[src/rtl/wb_stage_pkg.sv]
// Shared writeback-stage types and constants.
// Bus layouts, CP0 register addresses and exception codes.
package wb_stage_pkg;

  localparam int MS_TO_WS_BUS_WD   = 124;
  localparam int WS_FWD_BLK_BUS_WD = 41;

  localparam logic [7:0] CP0_BADVADDR = 8'd64;
  localparam logic [7:0] CP0_COUNT    = 8'd72;
  localparam logic [7:0] CP0_COMPARE  = 8'd88;
  localparam logic [7:0] CP0_STATUS   = 8'd96;
  localparam logic [7:0] CP0_CAUSE    = 8'd104;
  localparam logic [7:0] CP0_EPC      = 8'd112;

  localparam logic [4:0] EXC_INT  = 5'd0;
  localparam logic [4:0] EXC_ADEL = 5'd4;
  localparam logic [4:0] EXC_ADES = 5'd5;
  localparam logic [4:0] EXC_SYS  = 5'd8;
  localparam logic [4:0] EXC_BP   = 5'd9;
  localparam logic [4:0] EXC_RI   = 5'd10;
  localparam logic [4:0] EXC_OV   = 5'd12;

  localparam logic [31:0] STATUS_RST = 32'h0040_0000;

  typedef struct packed {
    logic [4:0]  excode;
    logic [31:0] badvaddr;
    logic [7:0]  cp0_addr;
    logic        ex;
    logic        bd;
    logic        eret;
    logic        syscall;
    logic        mfc0;
    logic        mtc0;
    logic [3:0]  gr_strb;
    logic [4:0]  dest;
    logic [31:0] result;
    logic [31:0] pc;
  } ms_ws_t;

endpackage

[src/rtl/wb_stage_cp0_regs.sv]
// CP0 register file: Status, Cause, EPC, BadVAddr, Count, Compare.
// Also owns the timer and the interrupt-pending condition.
module cp0_regs
  import wb_stage_pkg::*;
#(
  parameter int COUNT_DIV = 2
) (
  input  logic        clk,
  input  logic        rst_n,
  input  logic        i_ex,
  input  logic [4:0]  i_excode,
  input  logic        i_bd,
  input  logic [31:0] i_pc,
  input  logic [31:0] i_badvaddr,
  input  logic        i_eret,
  input  logic        i_mtc0,
  input  logic [7:0]  i_addr,
  input  logic [31:0] i_wdata,
  input  logic [5:0]  i_ext_int,
  output logic [31:0] o_rdata,
  output logic [31:0] o_epc,
  output logic        o_int_pend
);

  logic [7:0]  r_im;
  logic        r_exl;
  logic        r_ie;
  logic        r_bd;
  logic        r_ti;
  logic [7:0]  r_ip;
  logic [4:0]  r_exccode;
  logic [31:0] r_epc;
  logic [31:0] r_badvaddr;
  logic [31:0] r_count;
  logic [31:0] r_compare;
  logic [31:0] r_div;

  logic        w_wr_count;
  logic        w_wr_cmp;
  logic        w_wr_status;
  logic        w_wr_cause;
  logic        w_wr_epc;
  logic        w_wrap;
  logic        w_addr_ex;
  logic [31:0] w_count_nxt;
  logic [31:0] w_cmp_nxt;
  logic        w_ti_nxt;

  assign w_wr_count  = i_mtc0 & (i_addr == CP0_COUNT);
  assign w_wr_cmp    = i_mtc0 & (i_addr == CP0_COMPARE);
  assign w_wr_status = i_mtc0 & (i_addr == CP0_STATUS);
  assign w_wr_cause  = i_mtc0 & (i_addr == CP0_CAUSE);
  assign w_wr_epc    = i_mtc0 & (i_addr == CP0_EPC);

  assign w_wrap    = (r_div == 32'(COUNT_DIV - 1));
  assign w_addr_ex = (i_excode == EXC_ADEL) |
                     (i_excode == EXC_ADES);

  assign w_count_nxt = w_wr_count ? i_wdata :
                       r_count + {31'b0, w_wrap};
  assign w_cmp_nxt   = w_wr_cmp ? i_wdata : r_compare;
  // TI is sticky until software rewrites Compare
  assign w_ti_nxt    = ~w_wr_cmp &
                       (r_ti | (w_count_nxt == w_cmp_nxt));

  always_ff @(posedge clk or negedge rst_n) begin
    if (!rst_n) begin
      r_im       <= '0;
      r_exl      <= 1'b0;
      r_ie       <= 1'b0;
      r_bd       <= 1'b0;
      r_ti       <= 1'b0;
      r_ip       <= '0;
      r_exccode  <= '0;
      r_epc      <= '0;
      r_badvaddr <= '0;
      r_count    <= '0;
      r_compare  <= '0;
      r_div      <= '0;
    end else begin
      r_count   <= w_count_nxt;
      r_compare <= w_cmp_nxt;
      r_ti      <= w_ti_nxt;
      r_ip[7:2] <= {i_ext_int[5] | r_ti, i_ext_int[4:0]};
      if (w_wr_count || w_wrap) r_div <= '0;
      else                      r_div <= r_div + 32'd1;
      if (w_wr_cause) r_ip[1:0] <= i_wdata[9:8];
      if (i_ex) begin
        r_exl     <= 1'b1;
        r_exccode <= i_excode;
        if (!r_exl) begin
          r_bd  <= i_bd;
          r_epc <= i_bd ? i_pc - 32'd4 : i_pc;
        end
        if (w_addr_ex) r_badvaddr <= i_badvaddr;
      end else if (i_eret) begin
        r_exl <= 1'b0;
      end else if (w_wr_status) begin
        r_im  <= i_wdata[15:8];
        r_exl <= i_wdata[1];
        r_ie  <= i_wdata[0];
      end else if (w_wr_epc) begin
        r_epc <= i_wdata;
      end
    end
  end

  always_comb begin
    o_rdata = '0;
    unique case (i_addr)
      CP0_BADVADDR: o_rdata = r_badvaddr;
      CP0_COUNT:    o_rdata = r_count;
      CP0_COMPARE:  o_rdata = r_compare;
      CP0_STATUS:   o_rdata = {9'b0, 1'b1, 6'b0, r_im,
                               6'b0, r_exl, r_ie};
      CP0_CAUSE:    o_rdata = {r_bd, r_ti, 14'b0, r_ip,
                               1'b0, r_exccode, 2'b0};
      CP0_EPC:      o_rdata = r_epc;
      default:      o_rdata = '0;
    endcase
  end

  assign o_epc      = r_epc;
  assign o_int_pend = r_ie & ~r_exl & |(r_ip & r_im);

endmodule

[src/rtl/wb_stage.sv]
// Writeback stage: pipeline register, commit, flush/redirect,
// forwarding info and trace outputs; CP0 lives in cp0_regs.
module wb_stage
  import wb_stage_pkg::*;
#(
  parameter logic [31:0] EX_ENTRY  = 32'hbfc0_0380,
  parameter int          COUNT_DIV = 2
) (
  input  logic        clk,
  input  logic        resetn,
  output logic        ws_allowin,
  input  logic        ms_to_ws_valid,
  input  logic [MS_TO_WS_BUS_WD-1:0] ms_to_ws_bus,
  input  logic [5:0]  ext_int_in,
  output logic [3:0]  rf_we,
  output logic [4:0]  rf_waddr,
  output logic [31:0] rf_wdata,
  output logic [WS_FWD_BLK_BUS_WD-1:0] ws_fwd_blk_bus,
  output logic        ws_inst_mfc0_o,
  output logic        ws_ex,
  output logic        ws_eret,
  output logic [31:0] ex_redirect_pc,
  output logic [31:0] debug_wb_pc,
  output logic [3:0]  debug_wb_rf_wen,
  output logic [4:0]  debug_wb_rf_wnum,
  output logic [31:0] debug_wb_rf_wdata
);

  logic        r_ws_valid;
  ms_ws_t      r_bus;
  logic        w_int_pend;
  logic [4:0]  w_excode;
  logic [31:0] w_cp0_rdata;
  logic [31:0] w_epc;
  logic        w_mtc0;
  logic        w_unused;

  always_ff @(posedge clk or negedge resetn) begin
    if (!resetn) begin
      r_ws_valid <= 1'b0;
      r_bus      <= '0;
    end else begin
      r_ws_valid <= ms_to_ws_valid;
      if (ms_to_ws_valid) r_bus <= ms_ws_t'(ms_to_ws_bus);
    end
  end

  assign ws_allowin = 1'b1;
  assign w_unused   = r_bus.syscall;

  // an attached exception outranks a pending interrupt
  assign ws_ex    = r_ws_valid & (r_bus.ex | w_int_pend);
  assign ws_eret  = r_ws_valid & r_bus.eret & ~ws_ex;
  assign w_excode = r_bus.ex ? r_bus.excode : EXC_INT;
  assign w_mtc0   = r_ws_valid & r_bus.mtc0 & ~ws_ex;

  cp0_regs #(
    .COUNT_DIV (COUNT_DIV)
  ) u_cp0 (
    .clk        (clk),
    .rst_n      (resetn),
    .i_ex       (ws_ex),
    .i_excode   (w_excode),
    .i_bd       (r_bus.bd),
    .i_pc       (r_bus.pc),
    .i_badvaddr (r_bus.badvaddr),
    .i_eret     (ws_eret),
    .i_mtc0     (w_mtc0),
    .i_addr     (r_bus.cp0_addr),
    .i_wdata    (r_bus.result),
    .i_ext_int  (ext_int_in),
    .o_rdata    (w_cp0_rdata),
    .o_epc      (w_epc),
    .o_int_pend (w_int_pend)
  );

  always_comb begin
    ex_redirect_pc = '0;
    unique case (1'b1)
      ws_ex:   ex_redirect_pc = EX_ENTRY;
      ws_eret: ex_redirect_pc = w_epc;
      default: ex_redirect_pc = '0;
    endcase
  end

  assign rf_we    = {4{r_ws_valid & ~ws_ex}} & r_bus.gr_strb;
  assign rf_waddr = r_bus.dest;
  assign rf_wdata = r_bus.mfc0 ? w_cp0_rdata : r_bus.result;

  assign ws_fwd_blk_bus = {{4{r_ws_valid}} & r_bus.gr_strb,
                           r_bus.dest, rf_wdata};
  assign ws_inst_mfc0_o = r_ws_valid & r_bus.mfc0;

  assign debug_wb_pc       = r_bus.pc;
  assign debug_wb_rf_wen   = rf_we;
  assign debug_wb_rf_wnum  = rf_waddr;
  assign debug_wb_rf_wdata = rf_wdata;

endmodule

[config.mk]
export PLATFORM = sky130hd
export DESIGN_NAME = wb_stage
export DESIGN_NICKNAME = d
export VERILOG_FILES = /design/src/rtl/wb_stage_pkg.sv /design/src/rtl/wb_stage_cp0_regs.sv /design/src/rtl/wb_stage.sv
export SDC_FILE = /design/constraint.sdc
export NUM_CORES = 1
export LEC_CHECK = 0
export CORE_MARGIN = 4
export CORE_UTILIZATION = 50
export DETAILED_ROUTE_END_ITERATION = 8
export PLACE_DENSITY = 0.73
export SYNTH_ARGS = -nofsm -noshare
export SYNTH_HDL_FRONTEND = slang
export SYNTH_HIERARCHICAL = 1
export SYNTH_SLANG_ARGS = --single-unit
[constraint.sdc]
create_clock -name clk -period 4.1 [get_ports clk]
set_input_delay 0.82 -clock clk [delete_from_list [all_inputs] [get_ports clk]]
set_output_delay 0.82 -clock clk [all_outputs]
set_load 0.02 [all_outputs]
==> results.py, run 1 <==
metrics = {
    "power_and_ir_drop": {
        "ir_drop_uv": 342,
        "power.density_nw_per_um2": 436,
        "power.total_mw": 9.08,
        "leakage_nw": 9.15,
    },
    "place": {
        "routabilityCongestion": 0.853,
        "port_buffers": 321,
        "dpl.hpwl_microns": 33700,
    },
    "detailed_routing": {
        "drc": 0,
        "vias": 12500,
        "drtAntennaViolNets": 0,
        "dr.pass1.iters": 5,
        "wire_per_inst_microns": 21.4,
        "routed_via_density": 5.70,
        "wirelength_microns": 46800,
        "first_iter_violations": 941,
    },
    "clock_tree": {
        "clkTransAtPathRegs_ns": 0.06,
        "clkLatencyLatePin_ns": 0.51,
        "clockRootBuffer": "clkbuf_16",
        "clk_path_buf_depth": 3,
        "numClockSinks": 309,
        "cts_tree": "built",
        "cts_buffers": 34,
        "htree_num_levels": 2,
    },
    "grt": {
        "grt.met1_usage": 0.341,
        "grt_pass1_vias": 12600,
        "grt_overflow": 0,
        "track_usage": 0.252,
        "met2_usage": 0.420,
        "grt_max_degree": 92,
        "grt.busiest_layer": "met2",
        "antenna_found_initial": 1,
        "grt_util_met3": 0.0461,
        "grt_pass1_wl_microns": 72700,
    },
    "critical_path": {
        "critPathArrivalTime_ns": 4.53,
        "crit_path_max_fanout": 4,
        "setup.worst_path.start_class": "register",
        "worstSetupEndpointType": "register",
        "required_ns": 4.54,
        "path_class": "reg2reg",
        "reg2reg_depth": 16,
    },
    "timing": {
        "finClkSkew_ns": 0.0153,
        "maxSlewViolCount": 0,
        "slew_headroom": 0.509,
        "fmax_mhz": 244,
        "fin_hold_ws_ns": 0.341,
        "worst_pin_slew_ns": 0.736,
        "rsz0062_at_grt": "yes",
        "hold_violations": 0,
        "fin_crit_sh": 0.998,
        "setup_violations": 0,
        "finalCriticalPeriod_ns": 4.09,
    },
    "logic_synthesis": {
        "synthesis.area_sq_um": 16700,
        "async_flop_share": 1.00,
        "synth.distinct_cells": 66,
        "syn_nets": 1640,
        "synth_edf_count": 0,
        "netlist_instances": 1502,
        "synth_seq_cells": 309,
        "dominantRegCellSynth": "dfrtp_1",
        "avgSynthCellArea_sq_um": 11.1,
        "yosysSeqAreaShare": 0.464,
        "yosysWarnings": 6,
    },
    "cells_and_area": {
        "layout_common_cells": "dfrtp_1 (308), clkdlybuf4s50_1 (290), mux2_2 (168)",
        "final_common_cell": "dfrtp_1",
        "drive_above_1_share": 0.213,
        "fin_util": 0.636,
        "n_antenna_cell": 0,
        "fin_nets": 1861,
        "areaGrowthSynthToFinish_pct": 24.9,
    },
    "floorplanning": {
        "start_util": 0.509,
        "die_width_microns": 191,
        "die_h_microns": 191,
        "num_rows": 66,
        "core_area_sq_um": 32700,
        "ioPinCount": 324,
        "dieArea_sq_um": 36300,
    },
    "hold_path": {
        "worstHoldPathType": "in2async",
    },
    "run": {
        "maxCapViolCount": 0,
    },
    "outcome": {
        "outcome": "completed",
    },
}
-- through the flow --
| stage | std cells | TNS, ns | instance area [sq um] | setup slack (ns) |
|---|---|---|---|---|
| floorplan | 1502 | 0 | 16700 | 0.655 |
| global placement | 2129 | 0 | 19700 | 0.209 |
| detailed placement | 2129 | 0 | 19700 | 0.120 |
| CTS | 2188 | 0 | 20800 | 0.00249 |
| global route | 2188 | -0.113 | 20800 | -0.104 |
| finish | 2188 | 0 | 20800 | 0.00916 |
-- final cells by class --
type	count	area [sq um]
Clock inverter	3	40.0
Sequential cell	309	7730
Timing Repair Buffer	373	3640
Tap cell	442	553
Clock buffer	56	1100
Multi-Input combinational cell	994	7700
Inverter	11	41.3
Fill cell	2578	11900
-- Yosys cell counts, drive strengths merged (5+ instances only) --
| master | instances | area [sq um] |
|---|---|---|
| dfrtp | 309 | 7730 |
| mux2 | 239 | 2960 |
| buf | 146 | 1070 |
| nand2 | 133 | 507 |
| nor2 | 86 | 325 |
| o21ai | 75 | 375 |
| xor2 | 63 | 552 |
| xnor2 | 53 | 464 |
| nand3 | 46 | 235 |
| clkbuf | 42 | 159 |
| a22oi | 40 | 300 |
| and2 | 33 | 206 |
| a21oi | 25 | 125 |
| nor4 | 21 | 159 |
| mux2i | 20 | 200 |
| nand4 | 19 | 119 |
| and3 | 18 | 113 |
| nor3 | 18 | 101 |
| or3 | 13 | 86.3 |
| a21boi | 12 | 90.1 |
| inv | 11 | 41.3 |
| a221oi | 10 | 87.6 |
| a221o | 9 | 90.1 |
| a22o | 7 | 61.3 |
| nor2b | 7 | 43.8 |
| ha | 5 | 62.6 |
| nor3b | 5 | 52.6 |
-- logic make-up after synthesis --
group / Yosys count / synth area share
multiplexers: 259 / 0.190
AND/OR/NAND/NOR: 420 / 0.129
other: 1 / 0.000225
buffers and inverters: 199 / 0.0765
flip-flops: 309 / 0.464
AO/OA/AOI/OAI: 192 / 0.0747
adder cells (fa/ha/maj): 5 / 0.00376
XOR/XNOR: 117 / 0.0624
-- metal layers --
layer	vias up	routed length (microns)
li1	5615	-
met1	6266	19600
met2	510	22600
met3	69	3400
met4	2	1120
met5	-	9
-- flip-flops by register name, indices dropped and copies added (netlist names) --
register	flops
debug_wb_pc	32
debug_wb_rf_wnum	5
r_bus	86
r_ws_valid	1
u_cp0/o_epc	32
u_cp0/r_badvaddr	32
u_cp0/r_bd	1
u_cp0/r_compare	32
u_cp0/r_count	32
u_cp0/r_div	32
u_cp0/r_exccode	5
u_cp0/r_exl	1
u_cp0/r_ie	1
u_cp0/r_im	8
u_cp0/r_ip	8
u_cp0/r_ti	1
-- path summary, 6_finish.rpt --
kind	startpoint	end	slack (ns)
max	u_cp0/r_div[1]	u_cp0/r_ti	0.009
min	resetn	debug_wb_pc[5]	0.34
max reg2reg	u_cp0/r_div[1]	u_cp0/r_ti	0.009
min reg2reg	u_cp0/r_div[0]	u_cp0/r_div[0]	0.50
max in group asynchronous	resetn	u_cp0/r_badvaddr[12]	2.79
min in group clk	u_cp0/r_div[0]	u_cp0/r_div[0]	0.50
-- power breakdown --
| part | internal, mW | switching, mW | leakage, nW | total, mW |
|---|---|---|---|---|
| logic | 1.02 | 0.911 | 4.71 | 1.93 |
| registers | 3.53 | 0.513 | 3.88 | 4.05 |
| clock network | 1.88 | 1.22 | 0.560 | 3.10 |
-- critical path, cell delays in order, from the launching register on --
cell,delay [ns]
dfrtp_1,0.40
inv_1,0.07
ha_1,0.14
nor4b_1,0.28
nand4_1,0.25
nor2_2,0.20
ha_1,0.23
ha_1,0.20
nand3_1,0.19
nor4_1,0.45
and3_1,0.29
nor4b_1,0.07
or3_1,0.36
nor3_1,0.20
nand4b_1,0.17
nor4_1,0.31
a32o_1,0.20
-- repair_timing --
| action | 4_1_cts | 5_1_grt |
|---|---|---|
| setup endpoints to repair | 38 | 79 |
| hold buffers | 0 | 0 |
| resized for setup | 22 | 11 |
| setup buffers | 0 | 0 |
Note: power is estimated with default switching activity, not from simulation.
==> run 2, diff against run 1 <==
--- a/config.mk
+++ b/config.mk
@@ -5,11 +5,11 @@
 export SDC_FILE = /design/constraint.sdc
 export NUM_CORES = 1
 export LEC_CHECK = 0
+export CAP_MARGIN = 20
 export CORE_MARGIN = 4
 export CORE_UTILIZATION = 50
 export DETAILED_ROUTE_END_ITERATION = 8
 export PLACE_DENSITY = 0.73
 export SYNTH_ARGS = -nofsm -noshare
 export SYNTH_HDL_FRONTEND = slang
-export SYNTH_HIERARCHICAL = 1
 export SYNTH_SLANG_ARGS = --single-unit
==> results.py, run 2 <==
metrics = {
    "outcome": {
        "outcome": "completed",
    },
    "timing": {
        "rsz0062_at_grt": "yes",
        "maxSlewViolCount": 0,
        "fin_crit_sh": 0.994,
        "worst_pin_slew_ns": 0.868,
        "hold_violations": 0,
        "fmax_mhz": 245,
        "setup_violations": 0,
        "finClkSkew_ns": 0.0215,
        "finalWorstSetupSlack_ns": 0.0262,
        "finalCriticalPeriod_ns": 4.07,
        "slew_headroom": 0.419,
    },
    "cells_and_area": {
        "layout_common_cells": "dfrtp_1 (309), clkdlybuf4s50_1 (262), nand2_1 (181)",
        "final.fill_count": 2619,
        "area.sequential_sq_um": 7730,
        "final_common_cell": "dfrtp_1",
        "n_antenna_cell": 0,
        "drive_above_1_share": 0.176,
        "regMostFlops": "r_bus",
        "fin_nets": 2104,
        "areaGrowthSynthToFinish_pct": 29.2,
        "multiInputGateArea_sq_um": 7770,
        "largest_reg_flops": 86,
        "fin_util": 0.660,
    },
    "floorplanning": {
        "dieArea_sq_um": 36500,
        "ioPinCount": 324,
        "die_width_microns": 191,
        "core_area_sq_um": 32800,
        "num_rows": 66,
        "start_util": 0.511,
        "die_h_microns": 191,
    },
    "detailed_routing": {
        "drc": 0,
        "routed_via_density": 5.83,
        "first_iter_violations": 1313,
        "drtAntennaViolNets": 0,
        "dr.pass1.iters": 7,
        "wire_per_inst_microns": 22.3,
        "vias": 14200,
        "wirelength_microns": 54300,
    },
    "logic_synthesis": {
        "syn_nets": 1857,
        "yosysSeqAreaShare": 0.462,
        "yosysWarnings": 0,
        "netlist_instances": 1719,
        "synth_area_leaders": "dfrtp_1 (46%), mux2_2 (9.5%), buf_4 (5.2%)",
        "avgSynthCellArea_sq_um": 9.75,
        "async_flop_share": 1.00,
        "synth_top_cells_by_count": "dfrtp_1 (309), nand2_1 (181), mux2_2 (141), nor2_1 (141), buf_4 (116)",
        "synth.most_common_cell": "dfrtp_1",
        "synth_top_area_share": 0.462,
        "synthesis.area_sq_um": 16800,
        "yosysTopAreaCell": "dfrtp_1",
        "dominantRegCellSynth": "dfrtp_1",
        "synth.distinct_cells": 67,
        "synth_seq_cells": 309,
        "synth_edf_count": 0,
    },
    "place": {
        "port_buffers": 321,
        "post-place-ws_ns": -0.133,
        "routabilityCongestion": 0.974,
        "dpl.hpwl_microns": 39800,
    },
    "power_and_ir_drop": {
        "leakage_nw": 9.42,
        "power.density_nw_per_um2": 435,
        "ir_drop_uv": 280,
    },
    "critical_path": {
        "cp_slowest_cell": "or4_4",
        "critPathArrivalTime_ns": 4.52,
        "required_ns": 4.55,
        "max_stage_delay_ns": 0.46,
        "path_class": "reg2reg",
        "setup.worst_path.start_class": "register",
        "rr_endpoint": "u_cp0.r_ti",
        "r2r_slack_ns": 0.03,
        "reg2reg_depth": 19,
        "r2r-start": "u_cp0.r_div[1]",
        "crit_path_max_fanout": 4,
        "crit_chain": "inv_1, ha_1, nor4b_2, nand4_1, nor2_2, buf_4, ha_1, ha_1, nand4_1, buf_4, or4_4, nor2_2, xnor3_1, nor2_1, o31ai_1, buf_4, o2111ai_1, and4bb_1, a32o_1",
        "worstSetupEndpointType": "register",
    },
    "run": {
        "maxCapViolCount": 0,
    },
    "hold_path": {
        "worstHoldPathType": "in2async",
    },
    "clock_tree": {
        "clkLatencyLatePin_ns": 0.53,
        "cts_buffers": 37,
        "clkTransAtPathRegs_ns": 0.06,
        "numClockSinks": 309,
        "htree_num_levels": 2,
        "clk_path_buf_depth": 3,
        "cts-hold-fix-buffers": 0,
        "cts_tree": "built",
        "clockRootBuffer": "clkbuf_16",
    },
    "grt": {
        "grt_overflow": 0,
        "grt_pass1_vias": 14400,
        "track_usage": 0.291,
        "grt_pass1_wl_microns": 82800,
        "grt_max_degree": 97,
        "antenna_found_initial": 0,
    },
}
==> run 2: cell count changes after synthesis, moves of 19 or more <==
| cell | change |
|---|---|
| o21ai_0 | +29 |
| mux2_4 | -71 |
| nand2_1 | +49 |
| o22ai_1 | +26 |
| xnor2_1 | +26 |
| inv_1 | +28 |
| nor2_1 | +56 |
| a222oi_1 | +23 |
| mux2_2 | -27 |
| clkbuf_1 | +49 |
| a21oi_1 | +48 |
| and2_1 | -23 |
| and3_1 | +19 |
==> run 2: final cells by class <==
cell class | count | area share
Timing Repair Buffer | 427 | 0.190
Clock buffer | 53 | 0.0517
Tap cell | 442 | 0.0256
Sequential cell | 309 | 0.357
Multi-Input combinational cell | 1152 | 0.359
Clock inverter | 14 | 0.00931
Inverter | 39 | 0.00676
==> run 2: worst max path at each step <==
stage / start / to / slack (ns)
6_report: u_cp0.r_div[1] / u_cp0.r_ti / 0.03
5_1_grt: u_cp0.r_div[9] / u_cp0.r_ti / -0.14
3_3_place_gp: u_cp0.r_div[1] / u_cp0.r_ti / -0.04
4_1_cts: u_cp0.r_div[1] / u_cp0.r_ti / -0.06
2_1_floorplan: u_cp0.r_div[1] / u_cp0.r_ti / 0.62
3_5_place_dp: u_cp0.r_div[1] / u_cp0.r_ti / -0.13
==> run 2: worst max-delay path, delay by kind of cell (launching register included) <==
kind                     cells  cell delay, ns
XOR/XNOR                     1            0.19
adder cells (fa/ha/maj)      3            0.50
AO/OA/AOI/OAI                3            0.50
flip-flops                   1            0.38
buffers and inverters        4            0.63
AND/OR/NAND/NOR              8            1.81
==> run 2: what timing repair did <==
item,CTS,global route
gates cloned,0,0
pin swaps,2,4
buffers inserted,0,3
resized for setup,40,41
endpoints found under the setup margin,50,47
==> run 2: power breakdown <==
group / leakage [nW] / switching [mW] / internal [mW]
clock: 0.654 / 1.31 / 2.21
combinational: 4.85 / 1.01 / 0.922
sequential: 3.92 / 0.506 / 3.46
==> run 2: layer usage <==
layer | routed length [microns] | up-vias | share of wire | GRT usage
met4 | 2450 | 0 | 0.045 | 0.117
met1 | 21600 | 6961 | 0.40 | 0.375
met5 | 0 | - | 0 | 0
met2 | 26100 | 649 | 0.48 | 0.485
li1 | - | 6464 | - | -
met3 | 4220 | 129 | 0.078 | 0.0588
==> run 2: stage by stage <==
step	cells	cell area (sq um)	hold WS (ns)	power (mW)	setup TNS, ns
3_3_place_gp	2366	20100	0.466	5.87	-0.0373
3_5_place_dp	2366	20100	0.481	5.93	-0.133
4_1_cts	2433	21500	0.379	9.44	-0.0562
2_1_floorplan	1719	16800	0.450	5.02	0
5_1_grt	2436	21600	0.418	9.78	-0.138
6_report	2436	21600	0.353	9.42	0
==> run 2: cells by family (layout without fill, tap and decap cells) <==
family / Yosys count / in the layout / share of synthesized area
compound gates: 342 / 342 / 0.134
simple gates: 527 / 527 / 0.147
flops: 309 / 309 / 0.462
mux: 148 / 148 / 0.0992
fa+ha+maj: 5 / 5 / 0.00373
xor+xnor: 129 / 129 / 0.0695
other cells: 1 / 1 / 0.000224
buf+inv: 258 / 533 / 0.0844
==> run 3, diff against run 2 <==
--- a/config.mk
+++ b/config.mk
@@ -9,6 +9,7 @@
 export CORE_MARGIN = 4
 export CORE_UTILIZATION = 50
 export DETAILED_ROUTE_END_ITERATION = 8
+export HOLD_SLACK_MARGIN = 0.03
 export PLACE_DENSITY = 0.73
 export SYNTH_ARGS = -nofsm -noshare
 export SYNTH_HDL_FRONTEND = slang
==> results of run 3 <==
The final DEF is identical to that of run 2; final timing and power are the same.
